--- src/rtl/mem_mod_dp.sv ---
// Simple-dual-port synchronous memory: byte-masked writes, 1- or 2-cycle reads,
// selectable collision behaviour and a hardware clear of the array after reset.
module mem_mod_dp #(
  parameter int unsigned DATA_WIDTH = 32,
  parameter int unsigned DEPTH      = 16,
  parameter int unsigned ADDR_WIDTH = $clog2(DEPTH),
  parameter int unsigned RD_LATENCY = 1,
  parameter int unsigned BYPASS     = 1
) (
  input  logic                    clk,
  input  logic                    rst,
  output logic                    init_busy,
  input  logic                    wr_en,
  input  logic [ADDR_WIDTH-1:0]   wr_addr,
  input  logic [DATA_WIDTH-1:0]   wr_data,
  input  logic [DATA_WIDTH/8-1:0] wr_be,
  output logic                    wr_err,
  input  logic                    rd_en,
  input  logic [ADDR_WIDTH-1:0]   rd_addr,
  output logic [DATA_WIDTH-1:0]   rd_data,
  output logic                    rd_valid,
  output logic                    rd_err
);

  localparam int unsigned NumBytes = DATA_WIDTH / 8;

  typedef enum logic {StInit, StReady} state_e;

  state_e                  state_q, state_d;
  logic [ADDR_WIDTH-1:0]   clr_ptr_q, clr_ptr_d;
  logic                    clr_we;
  logic                    ready;
  logic                    clr_last;
  logic                    wr_in_range, rd_in_range;
  logic                    wr_acc, wr_bad, rd_acc;
  logic [DATA_WIDTH-1:0]   rd_word;
  logic [DATA_WIDTH-1:0]   mem_q [DEPTH];

  logic                    s1_valid_q, s1_err_q;
  logic [DATA_WIDTH-1:0]   s1_data_q;
  logic                    wr_err_q;

  assign ready       = (state_q == StReady);
  assign init_busy   = ~ready;
  assign clr_last    = (32'(clr_ptr_q) == DEPTH - 1);
  assign wr_in_range = (32'(wr_addr) < DEPTH);
  assign rd_in_range = (32'(rd_addr) < DEPTH);
  assign wr_acc      = ready & wr_en & wr_in_range;
  assign wr_bad      = ready & wr_en & ~wr_in_range;
  assign rd_acc      = ready & rd_en;

  always_comb begin
    state_d   = state_q;
    clr_ptr_d = clr_ptr_q;
    clr_we    = 1'b0;
    unique case (state_q)
      StInit: begin
        clr_we    = 1'b1;
        clr_ptr_d = clr_ptr_q + 1'b1;
        if (clr_last) begin
          state_d   = StReady;
          clr_ptr_d = '0;
        end
      end
      StReady: begin
        state_d = StReady;
      end
    endcase
  end

  always_ff @(posedge clk) begin
    if (rst) begin
      state_q   <= StInit;
      clr_ptr_q <= '0;
    end else begin
      state_q   <= state_d;
      clr_ptr_q <= clr_ptr_d;
    end
  end

  // Storage is not reset; the clear sequence zeroes it one word per cycle.
  always_ff @(posedge clk) begin
    if (!rst) begin
      if (clr_we) begin
        mem_q[clr_ptr_q] <= '0;
      end else if (wr_acc) begin
        for (int i = 0; i < NumBytes; i++) begin
          if (wr_be[i]) mem_q[wr_addr][8*i +: 8] <= wr_data[8*i +: 8];
        end
      end
    end
  end

  // Write-first merges the incoming bytes into the word being read.
  always_comb begin
    rd_word = '0;
    if (rd_in_range) begin
      rd_word = mem_q[rd_addr];
      if (BYPASS != 0 && wr_acc && wr_addr == rd_addr) begin
        for (int i = 0; i < NumBytes; i++) begin
          if (wr_be[i]) rd_word[8*i +: 8] = wr_data[8*i +: 8];
        end
      end
    end
  end

  always_ff @(posedge clk) begin
    if (rst) begin
      s1_valid_q <= 1'b0;
      s1_err_q   <= 1'b0;
      s1_data_q  <= '0;
      wr_err_q   <= 1'b0;
    end else begin
      s1_valid_q <= rd_acc;
      s1_err_q   <= rd_acc & ~rd_in_range;
      wr_err_q   <= wr_bad;
      if (rd_acc) s1_data_q <= rd_word;
    end
  end

  assign wr_err = wr_err_q;

  if (RD_LATENCY == 2) begin : g_lat2
    logic                  s2_valid_q, s2_err_q;
    logic [DATA_WIDTH-1:0] s2_data_q;

    always_ff @(posedge clk) begin
      if (rst) begin
        s2_valid_q <= 1'b0;
        s2_err_q   <= 1'b0;
        s2_data_q  <= '0;
      end else begin
        s2_valid_q <= s1_valid_q;
        s2_err_q   <= s1_err_q;
        if (s1_valid_q) s2_data_q <= s1_data_q;
      end
    end

    assign rd_valid = s2_valid_q;
    assign rd_err   = s2_err_q;
    assign rd_data  = s2_data_q;
  end else begin : g_lat1
    assign rd_valid = s1_valid_q;
    assign rd_err   = s1_err_q;
    assign rd_data  = s1_data_q;
  end

endmodule

--- config.mk ---
export PLATFORM = sky130hd
export DESIGN_NAME = mem_mod_dp
export DESIGN_NICKNAME = d
export VERILOG_FILES = /design/src/rtl/mem_mod_dp.sv
export SDC_FILE = /design/constraint.sdc
export NUM_CORES = 1
export LEC_CHECK = 0
export ABC_AREA = 1
export CELL_PAD_IN_SITES_DETAIL_PLACEMENT = 0
export CELL_PAD_IN_SITES_GLOBAL_PLACEMENT = 1
export CORE_MARGIN = 1.5
export CORE_UTILIZATION = 45
export DETAILED_ROUTE_END_ITERATION = 6
export HOLD_SLACK_MARGIN = 0.08
export PLACE_DENSITY_LB_ADDON = 0.1
export RECOVER_POWER = 100
export SYNTH_ARGS = -nofsm -noshare
export SYNTH_HDL_FRONTEND = slang
export SYNTH_SLANG_ARGS = --single-unit
--- constraint.sdc ---
create_clock -name clk -period 2.5 [get_ports clk]
set_clock_uncertainty 0.05 [all_clocks]
set_input_delay 0.25 -clock clk [delete_from_list [all_inputs] [get_ports clk]]
set_output_delay 0.25 -clock clk [all_outputs]
set_load 0.03 [all_outputs]
# Yosys cells after proc, flatten, opt, wreduce, memory -nomap -nowiden
# Memories as Yosys holds them, arrays and structs flattened.
# Index checks and enable logic that the tools add are counted.
word_totals:
  register_bits: 38
  ramBits: 512
  in_bits: 48
  output_inout_bits: 36
  mem_count: 1
classes:
  n_addsub: 1
  eq_ne: 2
  n_mux: 34
  bitwise_logic: 3
  n_reduce_logical: 2
mem_list:
  columns: ["name", "words", "word_bits", "read_ports", "rd_clocked_by_memory_dff", "wr", "line", "text"]
  rows:
  - ["mem_q", 16, 32, 1, 0, 1, "37", "logic [DATA_WIDTH-1:0] mem_q [DEPTH];"]
ops:
  columns: ["op", "n"]
  rows:
  - ["two-way mux 32 bit", 2]
  - ["two-way mux 8 bit", 4]
  - ["OR reduction 32 bit", 1]
  - ["two-way mux 1 bit", 24]
  - ["two-way mux 4 bit", 3]
  - ["adder 4 x 1 -> 4 bit (second input constant)", 1]
  - ["equality test 4 bit", 1]
  - ["equality test 4 bit (second input constant)", 1]
  - ["bitwise AND 1 bit", 2]
  - ["one-hot mux 1 bit (2 select lines)", 1]
  - ["logical AND 1 bit", 1]
  - ["NOT 1 bit", 1]

# Longest topological paths before layout
# Gate-level depths: netlist (run 1).
logic_depth:
  depth_word: 7
  depth_mapped: 13
  mapped_depth_nobuf: 11

# Worst setup path after synthesis (run 1)
# No wires, ideal clock.
synth_timing:
  path_type: "register to register"
  startpoint: "register state_q, in the netlist ready"
  endpoint: "memory mem_q[2][0], enable pin"
  setup_ns: 0.370
  arrival_time_ns: 1.739
  required_ns: 2.080
  slack_ns: 0.340
  stages_incl_launch_ff: 10
  synth_period_minus_slack_ns: 2.160
  cell_sequence: "dfxtp_1 nand2_2 nor2_1 nor2_1 nand2_4 o21ai_2 inv_2 nor2_4 nand2_2 nor2_1"
synth_via:
  elab_chain_cells: 7
synth_lines:
  columns: ["item", "line", "text"]
  rows:
  - ["from (decl)", "29", "state_e state_q, state_d;"]
  - ["from (signal assigned)", "73", "state_q <= StInit;"]
  - ["from (signal assigned)", "76", "state_q <= state_d;"]
  - ["bitwise AND 1 bit", null, null]
  - ["two-way mux 1 bit", "86", "end else if (wr_acc) begin"]
  - ["two-way mux 1 bit", "84", "if (clr_we) begin"]
  - ["two-way mux 1 bit", "83", "if (!rst) begin"]
  - ["two-way mux 1 bit (not written as such)", "88", "if (wr_be[i]) mem_q[wr_addr][8*i +: 8] <= wr_data[8*i +: 8];"]
  - ["OR reduction 32 bit (no line)", null, null]
  - ["two-way mux 4 bit (no line)", null, null]
  - ["to (decl)", "37", null]
# Parallel ways exist; a longest one is shown, timed or not.

# Final worst setup path (run 1)
layout_timing:
  startpoint: "register state_q, in the netlist ready"
  endpoint: "memory mem_q[14][16], enable pin"
# The elaborated chain is that of the path after synthesis.

==> impl_metrics.ini, run 1 <==
[power_and_ir_drop]
ir_drop_mv = 0.445
switchingPower_mw = 4.31
intPower_mw = 15.0
switching_share = 0.223
seqPwrFrac = 0.519
power_leakage_nw = 11.9
pwr-share-clk = 0.421
comb_power_share = 0.060
power_mw = 19.4
powerDensity_nw_per_um2 = 690

[setup_path]
crit_path_max_fanout = 9
cp-start-kind = flip-flop
reg2regPathDepth = 10
crit_start = ready
reg2reg_to = mem_q[14][16]
worstSetupPathType = reg2reg
required_ps = 2750
r2r_slack_ps = 100
r2r-start = ready
crit_path_end = mem_q[14][16]
end_kind = flip-flop
worst-endpoint-arrival_ps = 2640

[logic_synthesis]
avgSynthCellArea_sq_um = 9.90
yosys_most_used_dff = edfxtp_1
synth_cell_types = 23
yosysMostFrequentCell = nand2_1
seq_area_frac_synth = 0.675
synth_top_area_frac = 0.643
yosys-top-cells-count = 730 x nand2_1, 512 x edfxtp_1, 354 x nand3_1
yosys_warnings = 0
synth_edf_count = 512
yosys.area.top_type = edfxtp_1
ys_ff_latch = 550
syn_inst = 2417
async_reset_ff_frac = 0
yosys-top-cells-area = edfxtp_1 64%, nand2_1 11%, nand3_1 7.4%, inv_1 4.7%, nor2_1 3.7%
synth_area_sq_um = 23900

[flow_run]
cap_violations = 0

[die]
die-height_um = 234
io_pins = 84
die_area_sq_um = 54600
start_util = 0.455
fp.dieW_um = 234
rows = 84
coreArea_sq_um = 52600

[sta]
relSlewSlack = 0.388
period_share = 0.959
fmaxAchievable_mhz = 417
rsz0062_at_grt = false
worst_pin_slew_ps = 917
min_period_ps = 2400
maxSlewViolCount = 0
finalSetupViolations = 0
finalHoldViolCount = 0

[final_layout]
syn2layout_area_growth_pct = 17.2
antenna_cells = 0
drive_gt1_frac = 0.104
fin_nets = 2645
final_area_sq_um = 28000

[clock_tree]
clk_latency_ps = 610
cts_setup_buffers = 0
cts_sinks = 550
cts_buffer_depth = 3
ctsHtreeMaxLevel = 2
clk_root_buffer_cell = clkbuf_16
cts_tree = done
cts_made_buffers = 57
clk_pin_slew_worst_paths_ps = 60

[status]
outcome = finished, final reports clean

[global_routing]
grt_start_max_net_pins = 95
gr-usage-all-layers = 0.252
grt_antenna_before_repair = 0
gr-total-overflow = 0
grt_pass1_wl_um = 101000
grt_pass1_vias = 16378

[detailed_routing]
wl_per_cell_um = 20.0
drc = 0
ant_nets = 0
drt_first_pass_iters = 7
via_count = 16870
drtIter0Drc = 1492
routed_wirelength_um = 66800
viasPerCell = 5.06

[placed_design]
gp_congestion = 0.817
port_buffers = 81
placed_cell_area_sq_um = 26800
dp_hpwl_um = 42700

[hold_path]
min_path_type = in2reg
[power by group through the flow]
stage                     combinational (mW)  clock, mW  sequential [mW]
after detailed placement                1.18          0             10.2
final                                   1.16       8.14             10.0
after global placement                  1.17          0             10.2
after CTS                               1.19       8.28             10.0
after floorplan                        0.699          0             10.2
after global routing                    1.28       8.62             10.1
[placed cells by master, fill, tap and decap left out, types with 6 or more instances in the layout]
master	synthesis	layout
clkbuf_1	52	30
clkinvlp_4	0	7
a21oi_1	37	37
inv_1	297	297
nand2_1	730	731
edfxtp_1	512	512
clkbuf_4	0	9
inv_2	8	6
buf_2	47	24
clkdlybuf4s50_1	0	42
buf_4	4	46
o21ai_0	33	33
clkbuf_2	0	60
clkbuf_16	0	59
clkinv_2	0	6
nand2_2	15	14
dlygate4sd3_1	0	34
nand3_1	354	354
buf_12	0	18
nor2_1	238	239
dfxtp_1	38	38
clkinv_1	1	14
[critical path, stage by stage, from the launching register on]
cell and delay [ps]:
dfxtp_1 330, nand2_2 100, nor2_1 70, nor2_1 200
nand2_4 140, o21ai_2 280, inv_2 110, nor2_4 160
nand2_2 240, nor2_1 160, clkbuf_2 240
[state kept, by name, summed over array words and instances, names as in the netlist]
name and flops:
ready 1, mem_q 512, rd_data 32, rd_valid 1
clr_ptr_q 4
[how the worst min path moves through the flow]
stage / startpoint / slack, ps / cells past startpoint / end
floorplan: rst / 360 / 3 / clr_ptr_q[2]
global placement: rd_data[6] / 400 / 2 / rd_data[6]
detailed placement: rd_data[10] / 410 / 2 / rd_data[10]
CTS: wr_data[2] / 270 / 5 / rd_data[2]
global route: wr_data[6] / 320 / 5 / rd_data[6]
finish: wr_data[2] / 290 / 5 / rd_data[2]
[cell families (layout without fill, tap and decap cells)]
| kind of cell | after synthesis | in the layout | synth area share |
|---|---|---|---|
| and+or+nand+nor | 1353 | 1353 | 0.237 |
| DFF | 550 | 550 | 0.675 |
| buffers and inverters | 436 | 661 | 0.0715 |
| AOI/OAI and AO/OA | 76 | 76 | 0.0167 |
| adders and majority gates | 1 | 1 | 0.000523 |
| other | 1 | 2 | 0.000157 |
[layer usage]
metal,vias to the layer above,track usage,routed length (um)
met1,8059,0.358,29600
met4,0,0.0781,1710
met3,99,0.0280,3740
met5,-,0,0
met2,489,0.409,31700
li1,8223,-,-
[final cells by class]
class                   count  area, sq um
clock buffers              77         1550
clock inverters            29          225
fillers                  4787        24500
inverters                 306         1160
multi-input cells        1432         6070
flip-flops and latches    550        16100
well taps                 688          861
repair buffers            249         2040
[through the flow]
step	worst slack (ps)	instances	util	hold slack [ps]	setup TNS [ps]
after global placement	-167	3224	0.510	402	-38690
final	102	3331	0.534	295	0
after CTS	135	3331	0.544	266	0
after global routing	6.99	3331	0.534	317	0
after detailed placement	-224	3224	0.510	406	-63520
after floorplan	340	2418	-	364	0
[what timing repair did]
action | CTS | global route
hold endpoints to repair | 2 | 0
hold buffers | 1 | 0
setup endpoints to repair | 1 | 0
gates resized for setup | 1 | 0
Power figures use the tool's default switching activity.
==> run 2: changes to the inputs <==
--- a/config.mk
+++ b/config.mk
@@ -9,7 +9,7 @@
 export CELL_PAD_IN_SITES_DETAIL_PLACEMENT = 0
 export CELL_PAD_IN_SITES_GLOBAL_PLACEMENT = 1
 export CORE_MARGIN = 1.5
-export CORE_UTILIZATION = 45
+export CORE_UTILIZATION = 39
 export DETAILED_ROUTE_END_ITERATION = 6
 export HOLD_SLACK_MARGIN = 0.08
 export PLACE_DENSITY_LB_ADDON = 0.1
==> impl_metrics.ini, run 2 (same netlist as run 1, synthesis figures left out) <==
[clock_tree]
ctsHtreeMaxLevel = 2
clk_root_buffer_cell = clkbuf_16
cts_setup_buffers = 0
cts_buffer_depth = 3
clk_latency_ps = 630
cts_made_buffers = 59
cts_sinks = 550
cts_tree = done
clk_pin_slew_worst_paths_ps = 60

[sta]
finalHoldViolCount = 0
rsz0062_at_grt = true
worst_hold_slack_ps = 287
period_share = 0.954
tns_ps = 0
worst_pin_slew_ps = 1590
maxSlewViolCount = 66
finalSetupViolations = 0
min_period_ps = 2390
relSlewSlack = -0.0628
fmaxAchievable_mhz = 419

[power_and_ir_drop]
powerDensity_nw_per_um2 = 705
power_leakage_nw = 12.0
ir_drop_mv = 0.586

[setup_path]
r2r_slack_ps = 110
critPathSlowestCell = dfxtp_1
worst-endpoint-arrival_ps = 2660
cp-start-kind = flip-flop
crit_path_frequent_cell = nor2_1
r2r-start = ready
reg2regPathDepth = 10
crit_chain = nand2_2 -> nor2_1 -> nor2_1 -> nand2_4 -> o21ai_2 -> inv_2 -> nor2_4 -> nand2_2 -> nor2_1 -> buf_4
reg2reg_to = mem_q[2][31]
end_kind = flip-flop
crit_start = ready
crit_path_max_fanout = 9
max_stage_delay_ps = 320
crit_path_end = mem_q[2][31]
required_ps = 2770
worstSetupPathType = reg2reg

[detailed_routing]
drc = 0
wl_per_cell_um = 20.6
ant_nets = 0
viasPerCell = 4.95
via_count = 16927
drtIter0Drc = 1393
drt_first_pass_iters = 5
routed_wirelength_um = 70400

[final_layout]
final-seq-area_sq_um = 16100
final_cell_mix = 729 x nand2_1, 512 x edfxtp_1, 354 x nand3_1, 297 x inv_1, 239 x nor2_1
top_register = mem_q
fin_nets = 2637
final_common_cell = nand2_1
syn2layout_area_growth_pct = 18.3
largest_reg_flops = 512
drive_gt1_frac = 0.110
multiInputGateArea_sq_um = 6090
post-route-util = 0.468
antenna_cells = 0
n_fill_cell = 5744

[die]
io_pins = 84
coreArea_sq_um = 60500
die-height_um = 251
rows = 90
die_area_sq_um = 62800
fp.dieW_um = 251
start_util = 0.396

[status]
outcome = finished with violations
violations = capacitance limit, slew limit

[hold_path]
min_path_type = in2reg

[flow_run]
cap_violations = 1

[global_routing]
grt_pass1_wl_um = 105000
gr-usage-all-layers = 0.226
gr-total-overflow = 0
grt_pass1_vias = 16480
grt_antenna_before_repair = 0
grt_start_max_net_pins = 117

[placed_design]
port_buffers = 81
gp_congestion = 0.794
dp_hpwl_um = 43700
-- run 2: per-stage QoR --
| stage | power [mW] | instances | area (sq um) | setup WS [ps] |
|---|---|---|---|---|
| 2_1_floorplan | 10.9 | 2418 | 23900 | 340 |
| 3_3_place_gp | 11.4 | 3308 | 26900 | -232 |
| 3_5_place_dp | 11.4 | 3308 | 26900 | -263 |
| 4_1_cts | 20.2 | 3420 | 28900 | 68.0 |
| 5_1_grt | 20.6 | 3420 | 28300 | -18.6 |
| 6_report | 20.0 | 3420 | 28300 | 115 |
-- run 2: final cells by class --
| class | instances | share of cell area |
|---|---|---|
| clock inverter | 33 | 0.0120 |
| timing repair buffer | 239 | 0.0710 |
| sequential | 550 | 0.570 |
| inverter | 306 | 0.0409 |
| multi-input combinational | 1432 | 0.215 |
| tap | 782 | 0.0346 |
| clock buffer | 78 | 0.0565 |
-- run 2: worst min-delay path by stage --
stage / slack (ps) / cells after the start / startpoint / endpoint
after detailed placement: 410 / 2 / rd_data[25] / rd_data[25]
final: 290 / 5 / wr_data[2] / rd_data[2]
after global placement: 400 / 2 / rd_data[11] / rd_data[11]
after CTS: 250 / 5 / wr_data[10] / rd_data[10]
after floorplan: 360 / 3 / rst / clr_ptr_q[2]
after global routing: 300 / 5 / wr_data[1] / rd_data[1]
-- run 2: power breakdown --
part           internal [mW]  switching [mW]  total (mW)
logic                  0.375           0.809        1.18
clock network           5.11            3.62        8.73
registers               10.0          0.0250        10.0
total                   15.5            4.46        20.0
-- run 2: what timing repair did --
action / 4_1_cts / 5_1_grt
hold buffers: 1 / 0
hold endpoints to repair: 2 / 0
setup endpoints to repair: 0 / 14
resized for setup: 0 / 2
-- run 2: worst max-delay path, delay by kind of cell, from the launching register on --
family          cells  cell delay (ps)
simple gates        7             1160
flops               1              320
buf+inv             2              300
compound gates      1              270
-- run 2: metal layers --
layer / routed length, um / global-route usage / vias up
met3: 3760 / 0.0344 / 97
li1: - / - / 8205
met4: 1820 / 0.0677 / 0
met5: 0 / 0 / -
met1: 32000 / 0.320 / 8160
met2: 32800 / 0.361 / 465
